File: src/rtl/seq_mult_param_if.sv
// Operand/result bundle for the sequential multiplier: start/busy/done handshake plus datapath.
interface seq_mult_param_if #(
   parameter int unsigned WIDTH = 8
);
   logic                 start;
   logic                 signed_mode;
   logic [WIDTH-1:0]     mcand;
   logic [WIDTH-1:0]     mplier;
   logic                 busy;
   logic                 done;
   logic [2*WIDTH-1:0]   product;

   modport master (
      output start, signed_mode, mcand, mplier,
      input  busy, done, product
   );

   modport slave (
      input  start, signed_mode, mcand, mplier,
      output busy, done, product
   );
endinterface

File: src/rtl/seq_mult_param.sv
// Parametrised shift-add multiplier retiring one multiplier bit per clock.
// Signed operands are multiplied as magnitudes and the sign is applied at the end.
module seq_mult_param #(
   parameter int unsigned WIDTH = 8
) (
   input logic            clock,
   input logic            reset,
   seq_mult_param_if.slave bus
);
   localparam int unsigned CNT_W = $clog2(WIDTH) + 1;
   localparam int unsigned AW    = 2 * WIDTH + 1;

   typedef enum logic [1:0] {StIdle, StRun, StFix} state_e;

   state_e            state_q;
   logic [AW-1:0]     acc_q;
   logic [WIDTH-1:0]  mcand_q;
   logic              neg_q;
   logic [CNT_W-1:0]  cnt_q;

   logic [WIDTH-1:0]  mcand_mag;
   logic [WIDTH-1:0]  mplier_mag;
   logic [WIDTH:0]    upper_sum;
   logic [AW-1:0]     acc_step;

   always_comb begin
      mcand_mag  = bus.mcand;
      mplier_mag = bus.mplier;
      if (bus.signed_mode && bus.mcand[WIDTH-1]) begin
         mcand_mag = WIDTH'(~bus.mcand + WIDTH'(1));
      end
      if (bus.signed_mode && bus.mplier[WIDTH-1]) begin
         mplier_mag = WIDTH'(~bus.mplier + WIDTH'(1));
      end
      // The extra top accumulator bit catches the add carry before the shift.
      upper_sum = acc_q[AW-1:WIDTH] + {1'b0, mcand_q};
      if (acc_q[0]) begin
         acc_step = {1'b0, upper_sum, acc_q[WIDTH-1:1]};
      end else begin
         acc_step = {1'b0, acc_q[AW-1:1]};
      end
   end

   always_ff @(posedge clock) begin
      if (reset) begin
         state_q     <= StIdle;
         acc_q       <= '0;
         mcand_q     <= '0;
         neg_q       <= 1'b0;
         cnt_q       <= '0;
         bus.busy    <= 1'b0;
         bus.done    <= 1'b0;
         bus.product <= '0;
      end else begin
         bus.done <= 1'b0;
         unique case (state_q)
            StIdle: begin
               if (bus.start) begin
                  mcand_q  <= mcand_mag;
                  neg_q    <= bus.signed_mode & (bus.mcand[WIDTH-1] ^ bus.mplier[WIDTH-1]);
                  acc_q    <= {(WIDTH + 1)'(0), mplier_mag};
                  cnt_q    <= '0;
                  bus.busy <= 1'b1;
                  state_q  <= StRun;
               end
            end
            StRun: begin
               acc_q <= acc_step;
               cnt_q <= cnt_q + CNT_W'(1);
               if (cnt_q == CNT_W'(WIDTH - 1)) begin
                  state_q <= StFix;
               end
            end
            StFix: begin
               if (neg_q) begin
                  bus.product <= (2 * WIDTH)'(0) - acc_q[2*WIDTH-1:0];
               end else begin
                  bus.product <= acc_q[2*WIDTH-1:0];
               end
               bus.busy <= 1'b0;
               bus.done <= 1'b1;
               state_q  <= StIdle;
            end
            default: state_q <= StIdle;
         endcase
      end
   end
endmodule

File: src/flat_wrapper.sv
// flat-port wrapper written by rule: the top's interface ports become plain ports
module seq_mult_param_flat 
#(
   parameter int unsigned WIDTH = 8
)
  (clock, reset, bus_start, bus_signed_mode, bus_mcand, bus_mplier, bus_busy, bus_done, bus_product);
  seq_mult_param_if #(.WIDTH(WIDTH)) bus_i ();
  input logic clock;
  input logic reset;
  input wire logic [$bits(bus_i.start)-1:0] bus_start;
  input wire logic [$bits(bus_i.signed_mode)-1:0] bus_signed_mode;
  input wire logic [$bits(bus_i.mcand)-1:0] bus_mcand;
  input wire logic [$bits(bus_i.mplier)-1:0] bus_mplier;
  output wire logic [$bits(bus_i.busy)-1:0] bus_busy;
  output wire logic [$bits(bus_i.done)-1:0] bus_done;
  output wire logic [$bits(bus_i.product)-1:0] bus_product;
  assign bus_i.start = bus_start;
  assign bus_i.signed_mode = bus_signed_mode;
  assign bus_i.mcand = bus_mcand;
  assign bus_i.mplier = bus_mplier;
  assign bus_busy = bus_i.busy;
  assign bus_done = bus_i.done;
  assign bus_product = bus_i.product;
  seq_mult_param #(.WIDTH(WIDTH)) u_core (.clock(clock), .reset(reset), .bus(bus_i));
endmodule
File: config.mk
export PLATFORM = sky130hd
export DESIGN_NAME = seq_mult_param_flat
export DESIGN_NICKNAME = d
export VERILOG_FILES = /design/src/rtl/seq_mult_param_if.sv /design/src/rtl/seq_mult_param.sv /design/src/flat_wrapper.sv
export SDC_FILE = /design/constraint.sdc
export NUM_CORES = 1
export LEC_CHECK = 0
export ABC_AREA = 0
export CORE_MARGIN = 5
export CORE_UTILIZATION = 52
export CTS_BUF_LIST = sky130_fd_sc_hd__clkbuf_4 sky130_fd_sc_hd__clkbuf_8
export DETAILED_ROUTE_END_ITERATION = 6
export GPL_ROUTABILITY_DRIVEN = 0
export PLACE_DENSITY = 0.79
export SLEW_MARGIN = 10
export SYNTH_ARGS = -nofsm -noshare
export SYNTH_HDL_FRONTEND = slang
export SYNTH_SLANG_ARGS = --single-unit
File: constraint.sdc
create_clock -name clock -period 1.9 [get_ports clock]
set_input_delay 0.57 -clock clock [delete_from_list [all_inputs] [get_ports clock]]
set_output_delay 0.57 -clock clock [all_outputs]
set_load 0.02 [all_outputs]
* Word level (Yosys, flattened, before mapping)
Cells that the tools add are included.
** Cells by class
- Reductions and logical operators :: 9
- Bitwise operators :: 4
- Mux-type cells :: 14
- Eq/ne operators :: 5
- Add/subtract/negate cells :: 5
** Operators by type and width (count)
- $pmux W17 S2 :: 1
- $mux W16 :: 2
- $mux W17 :: 1
- $add A8 B1 Y8 const B :: 2
- $mux W8 :: 2
- $not A8 Y8 :: 2
- $sub A1 B16 Y16 const A :: 1
- $add A9 B8 Y9 :: 1
- $pmux W4 S2 :: 1
- $reduce_and A2 Y1 :: 4
- $add A4 B1 Y4 const B :: 1
- $eq A4 B3 Y1 const B :: 1
- $mux W2 :: 2
- $mux W4 :: 1
- $pmux W2 S2 :: 1
- $reduce_bool A2 Y1 :: 2
- $eq A2 B1 Y1 const B :: 1
- $eq A2 B2 Y1 const B :: 1
- $logic_and A1 B1 Y1 :: 2
- $logic_not A2 Y1 :: 1
- $mux W1 :: 2
- $ne A2 B1 Y1 const B :: 1
- $ne A2 B2 Y1 const B :: 1
- $pmux W1 S2 :: 1
- 2 further kinds :: 2
** Word-level totals
- Output and inout port bits :: 18
- Bits of input ports :: 20
- Word-level logic and storage cells :: 45
- Register bits :: 50

* Depth between registers and ports, before layout
Gate-level depths: netlist of the first run.
- Word-level depth :: 5
- Mapped depth :: 7
- Depth with buffers taken out :: 6

* Least setup slack after synthesis of the first run
No wires, ideal clock.
- Kind :: register to register
- Start :: register u_core.acc_q[0]
- End :: register u_core.bus.product[10]
- Arrival :: 1.913 ns
- Slack :: -0.099 ns
- Path buffers :: 1
- Required time :: 1.814 ns
- Stages on the path, launching flop included :: 8
- Library setup time :: 0.086 ns
- Period minus slack after synthesis :: 1.999 ns
- Cells stage by stage :: dfxtp_1 -> clkbuf_1 -> inv_1 -> ha_1 -> or3b_2 -> o41ai_1 -> xor2_1 -> a211oi_1
** Between the ends
- Longest elaborated chain between the ends :: 2
** Ends and longest elaborated chain
- start: declaration :: line seq_mult_param.sv:16 : logic [AW-1:0] acc_q;
- start signal: assignment :: line seq_mult_param.sv:61 : acc_q <= {(WIDTH + 1)'(0), mplier_mag};
- start signal: assignment :: line seq_mult_param.sv:68 : acc_q <= acc_step;
- $sub A1 B16 Y16 :: line seq_mult_param.sv:76 : bus.product <= (2 * WIDTH)'(0) - acc_q[2*WIDTH-1:0];
- $mux W16 :: line seq_mult_param.sv:75 : if (neg_q) begin
- end signal: assignment :: line seq_mult_param.sv:76
- end signal: assignment :: line seq_mult_param.sv:78 : bus.product <= acc_q[2*WIDTH-1:0];
- end: declaration :: line seq_mult_param_if.sv:20 : output busy, done, product
Every way passes these cells.
A chain may end at the register's enable or synchronous reset.

* Worst setup path after layout of the first run
- Start :: register u_core.acc_q[4]
- End :: register u_core.bus.product[11]
Same word-level chain as after synthesis.

==> results_dict.tcl, run 1 <==
set metrics [dict create \
    row_count 27 \
    crit_required_ns 2.15 \
    hp-class "reg2reg" \
    postCtsHoldBufs 0 \
    grt_pass1_wl_mm 14.3 \
    synthToLayoutAreaGrowth_pct 35.5 \
    synth_area_sq_um 3000 \
    cpPeakStageDelay_ns 0.54 \
    start_kind "register" \
    critPathCaptureType "register" \
    cp_common_cell "or4_4" \
    place_area_sq_um 3840 \
    grt_max_degree 25 \
    drtPass1Iterations 6 \
    synth-edff-count 0 \
    max_freq_ghz 0.538 \
    min_period_ns 1.86 \
    cts_tree "done" \
    die_h_um 85.9 \
    cap_viol_max_count 0 \
    synthXorXnorAreaFrac_pct 4.97 \
    routed_wl_mm 8.29 \
    critPathBufInv 0 \
    synth_seq_cells 49 \
    clock-sinks 49 \
    worstMarginPinSlew_ns 0.674 \
    async_flop_share_pct 0 \
    cts_made_buffers 5 \
    wire_per_inst_um 15.8 \
    clk_path_buf_depth 2 \
    synth_flop_cell "dfxtp_1" \
    synth_cell_types 57 \
    slew_viol_final 0 \
    synthMuxAreaShare_pct 1.71 \
    grt-ovfl-total 0 \
    skew_ns 0.00980 \
    postRouteAntennaNets 0 \
    initial_core_util_pct 54.1 \
    crit_slowest_cell "or4_4" \
    vias 3200 \
    ir_drop_v 0.000418 \
    finalHoldViolations 0 \
    leakage_nw 1.60 \
    postSynthCellCount 369 \
    final_cell_mix "68 x buf_4, 46 x dfxtp_1, 39 x nor2_1, 36 x clkdlybuf4s50_1, 22 x a21oi_1" \
    outcome "finished clean" \
    seq_area_frac_synth_pct 32.7 \
    routed_via_density 6.12 \
    avgSynthCellArea_sq_um 8.12 \
    path_max_fanout 3 \
    drc 0 \
    path_cells "or4_4 -> or3_4 -> or4_4 -> nand3_1" \
    grt_antenna_before_repair 0 \
    grt_pass1_vias 3134 \
    critPathTopFamily "simple AND/OR/NAND/NOR gates" \
    synth_top_family_by_area "compound AO/OA/AOI/OAI gates" \
    first_iter_violations 217 \
    htreeDepth 2 \
    slew_headroom_pct 55.0 \
    fin_nets 483 \
    setup-tns-final_ns 0 \
    core-area_sq_um 5540 \
    setup_violations 0 \
    synth_warnings 0 \
    path_clk_slew_ns 0.09 \
    synth_nets 402 \
    synth-simple-area-share_pct 22.4 \
    clkLatencyLatePin_ns 0.31 \
    arrival_ns 2.11 \
    fillers 420 \
    post-route-period-util_pct 97.7 \
    track_usage_pct 23.5 \
    antennaDiodeCount 0 \
    layout-drive-gt1-share_pct 22.2 \
    root_buffer "clkbuf_8" \
    die_w_um 85.9 \
    dpl.hpwl_mm 6.11 \
    synth-compound-area-share_pct 27.2 \
    die-area_sq_um 7380 \
    finalInstanceArea_sq_um 4060 \
    layout_commonest_cell "buf_4" \
    path_class "reg2reg" \
    synthAdderAreaFrac_pct 5.68 \
    portBuffers 37 \
    power.density_nw_per_um2 611 \
    ioPinCount 38 \
]
[worst paths after layout]
path | from | endpoint | slack [ns] | cells after the start
hold reg to reg | u_core.bus.product[0] | u_core.bus.product[0] | 0.46 | 2
hold / removal | u_core.bus.product[0] | u_core.bus.product[0] | 0.46 | 2
setup reg to reg | u_core.acc_q[4] | u_core.bus.product[11] | 0.04 | 4
setup / recovery | u_core.acc_q[4] | u_core.bus.product[11] | 0.04 | 4
[metal layers]
layer  share of wire, %  routed length, um  GRT usage, %
met3                6.8                563          3.94
met5                  0                  0             0
met1                 41               3400          29.0
met2                 50               4180          41.1
met4                1.6                136          7.91
[synthesized netlist by cell type (4+ instances only)]
library cell | instances | share of area, %
o2111ai_1 | 4 | 1.2
o41ai_1 | 4 | 1.2
clkbuf_1 | 27 | 3.4
a31oi_1 | 9 | 1.9
nor2_1 | 39 | 4.9
nand2_1 | 18 | 2.3
nor4b_1 | 6 | 1.8
nand3_1 | 11 | 1.8
xor2_1 | 10 | 2.9
a311oi_1 | 6 | 1.8
xnor2_1 | 7 | 2.0
a22oi_1 | 7 | 1.8
nor3_1 | 10 | 1.7
nor4_1 | 5 | 1.0
ha_1 | 12 | 5.0
a211oi_1 | 12 | 3.0
inv_1 | 11 | 1.4
dfxtp_1 | 49 | 33
o31ai_1 | 4 | 1.0
nand4_1 | 6 | 1.3
o21ai_0 | 20 | 3.3
a21oi_1 | 22 | 3.7
or4_1 | 5 | 1.3
nor3b_1 | 5 | 1.3
mux2i_1 | 4 | 1.3
[kinds of logic (layout without fill, tap and decap cells)]
| group | after synthesis | count (layout) |
|---|---|---|
| buffers and inverters | 42 | 124 |
| AND/OR/NAND/NOR | 125 | 125 |
| AO/OA/AOI/OAI | 118 | 118 |
| adder cells (fa/ha/maj) | 13 | 13 |
| XOR/XNOR | 17 | 17 |
| flip-flops | 49 | 49 |
| multiplexers | 5 | 5 |
[per-stage QoR]
| step | hold WS, ns | utilization, % | total power, W | cells | setup WS, ns |
|---|---|---|---|---|---|
| after CTS | 0.462 | 71.7 | 0.00246 | 520 | 0.0261 |
| after global routing | 0.491 | 73.2 | 0.00261 | 523 | -0.0140 |
| after global placement | 0.443 | 69.4 | 0.00167 | 512 | -0.254 |
| after detailed placement | 0.449 | 69.4 | 0.00169 | 512 | -0.306 |
| after floorplan | 0.425 | - | 0.00143 | 369 | 0.0112 |
| final | 0.460 | 73.2 | 0.00248 | 523 | 0.0430 |
[final cells by class]
class                      instances  area, sq um  area share, %
multi-input combinational        278         1940           47.9
sequential                        49          985           24.3
timing repair buffer             105          883           21.8
tap                               72         90.1           2.22
clock buffer                       6         76.3           1.88
inverter                          11         41.3           1.02
clock inverter                     2         38.8          0.956
[state kept, by name (all words and copies together), names as in the netlist]
| signal | flops |
|---|---|
| u_core.bus.product | 16 |
| u_core.bus.busy | 1 |
| u_core.bus.done | 1 |
| u_core.acc_q | 16 |
| u_core.mcand_q | 8 |
| u_core.cnt_q | 4 |
| u_core.neg_q | 1 |
| u_core.state_q | 2 |
[power by group]
part	switching, W	total [W]	internal [W]
logic	0.000306	0.000594	0.000288
clock network	0.000368	0.000778	0.000410
registers	0.0000419	0.00111	0.00106
[worst min-delay path: cells and delay by family (launching register included)]
kind	cells	cell delay [ns]
compound gates	1	0.05
simple gates	1	0.05
flops	1	0.32
[timing repair]
action | CTS | global route
buffers inserted | 0 | 3
endpoints found under the setup margin | 2 | 12
gates resized for setup | 3 | 18
pin swaps | 0 | 7
No activity file was read; power rests on OpenSTA's default activity.
==> inputs of run 2 (changes only) <==
Settings changed: SETUP_SLACK_MARGIN set to 0.02.
==> run 2 against run 1 <==
  * First-iteration DRC count fell by 23%
  * Power rose by 0.46%
  * Via count fell by 0.16%
  * Global-route usage did not move
  * Worst setup slack improved by 0.0057 ns
  * Fmax rose by 0.31%
  * Register-to-register slack barely moved
  * Hold slack improved by 0.00058 ns
  * Sequential power barely moved
  * Combinational power barely moved
  * Sequential share of layout area fell by 0.12 points
  * Critical path type is now reg2out
==> results_dict.tcl, run 2 (same netlist as run 1, synthesis figures left out) <==
set metrics [dict create \
    arrival_ns 1.28 \
    slew_headroom_pct 54.7 \
    clk_path_buf_depth 2 \
    grt_pass1_wl_mm 14.3 \
    skew_ns 0.00743 \
    critPathTopFamily "buffers and inverters" \
    grt_use_met1_pct 29.0 \
    start_kind "register" \
    power.density_nw_per_um2 611 \
    drtPass1Iterations 5 \
    min_period_ns 1.85 \
    routed_via_density 6.11 \
    cts_made_buffers 5 \
    seqPwrFrac_pct 44.4 \
    root_buffer "clkbuf_8" \
    path_cells "clkdlybuf4s50_1" \
    path_max_fanout 2 \
    htreeDepth 2 \
    met3_usage_pct 3.94 \
    rrSetupSlack_ns 0.05 \
    leakage_nw 1.71 \
    finalHoldViolations 0 \
    gr-usage-met2_pct 41.1 \
    routed_wl_mm 8.31 \
    die-area_sq_um 7380 \
    setup_violations 0 \
    swShare_pct 29.2 \
    drc 0 \
    cts_tree "done" \
    vias 3195 \
    cap_viol_max_count 0 \
    post-route-period-util_pct 97.4 \
    crit_required_ns 1.33 \
    outcome "finished clean" \
    clkPwrFrac_pct 31.7 \
    synthToLayoutAreaGrowth_pct 36.1 \
    antennaDiodeCount 0 \
    ioPinCount 38 \
    wire_per_inst_um 15.9 \
    ir_drop_v 0.000416 \
    top_usage_layer "met2" \
    p_comb_share_pct 23.9 \
    max_freq_ghz 0.540 \
    path_clk_slew_ns 0.10 \
    fin_nets 483 \
    track_usage_pct 23.5 \
    layout-drive-gt1-share_pct 22.4 \
    hp-class "reg2reg" \
    power.internal_w 0.00176 \
    critPathCaptureType "output port" \
    reg_top3 "u_core.acc_q: 16 flops, u_core.bus.product: 16 flops, u_core.mcand_q: 8 flops" \
    power.switching_w 0.000727 \
    path_class "reg2out" \
    grt-ovfl-total 0 \
    critPathBufInv 1 \
    core-area_sq_um 5540 \
    cpPeakStageDelay_ns 0.61 \
    clock-sinks 49 \
    final_cell_mix "68 x buf_4, 46 x dfxtp_1, 39 x nor2_1, 30 x clkdlybuf4s50_1, 22 x a21oi_1" \
    clkLatencyLatePin_ns 0.31 \
    rsz0062_at_grt "yes" \
    grt_max_degree 25 \
    layout_commonest_cell "buf_4" \
    postRouteAntennaNets 0 \
    die_w_um 85.9 \
    initial_core_util_pct 54.1 \
    postCtsHoldBufs 0 \
    final.setup.worst_slack_ns 0.0487 \
    grt_antenna_before_repair 0 \
    crit_slowest_cell "clkdlybuf4s50_1" \
    first_iter_violations 168 \
    worstMarginPinSlew_ns 0.679 \
    die_h_um 85.9 \
    dpl.hpwl_mm 6.11 \
    pre_cts_slack_ns -0.306 \
    row_count 27 \
    grt_pass1_vias 3134 \
    setup-tns-final_ns 0 \
    slew_viol_final 0 \
    portBuffers 37 \
]
-- run 2: timing repair --
action,4_1_cts,5_1_grt
cloned,0,0
pin swaps,0,8
buffers inserted,0,3
endpoints found under the setup margin,3,19
gates resized for setup,3,26
-- run 2: power groups by stage --
| stage | sequential [W] | clock (W) | combinational (W) |
|---|---|---|---|
| after floorplan | 0.00112 | 0 | 0.000314 |
| after CTS | 0.00110 | 0.000790 | 0.000568 |
| after global placement | 0.00113 | 0 | 0.000548 |
| final | 0.00111 | 0.000788 | 0.000595 |
| after detailed placement | 0.00113 | 0 | 0.000561 |
| after global routing | 0.00111 | 0.000846 | 0.000648 |
-- run 2: tightest hold or removal path, stage by stage, from the launching register on --
cell,delay [ns]
dfxtp_1,0.32
nand2_1,0.05
a21oi_1,0.05
-- run 2: path summary, 6_finish.rpt --
check | start | endpoint | cells past startpoint
worst max register to register | u_core.mcand_q[0] | u_core.acc_q[15] | 7
worst min register to register | u_core.bus.product[0] | u_core.bus.product[0] | 2
worst min-delay path | u_core.bus.product[0] | u_core.bus.product[0] | 2
worst max-delay path | u_core.bus.product[13] | bus_product[13] | 1
-- run 2: metrics by stage --
stage,instances,power (W),instance area (sq um),hold WS (ns),util [%]
2_1_floorplan,369,0.00143,3010,0.425,-
3_3_place_gp,512,0.00167,3840,0.443,69.4
3_5_place_dp,512,0.00169,3840,0.449,69.4
4_1_cts,520,0.00246,3970,0.462,71.7
5_1_grt,523,0.00261,4080,0.491,73.6
6_report,523,0.00249,4080,0.460,73.6
-- run 2: area by class of cell --
type	count	area, sq um
clock buffer	6	76.3
sequential	49	985
timing repair buffer	105	898
tap	72	90.1
inverter	11	41.3
multi-input combinational	278	1950
clock inverter	2	38.8
fill	414	1460
-- run 2: layer usage --
layer / share of wire, % / vias to the layer above
li1: - / 1569
met1: 43 / 1494
met2: 50 / 110
met3: 5.7 / 22
met4: 2.1 / 0
met5: 0 / -
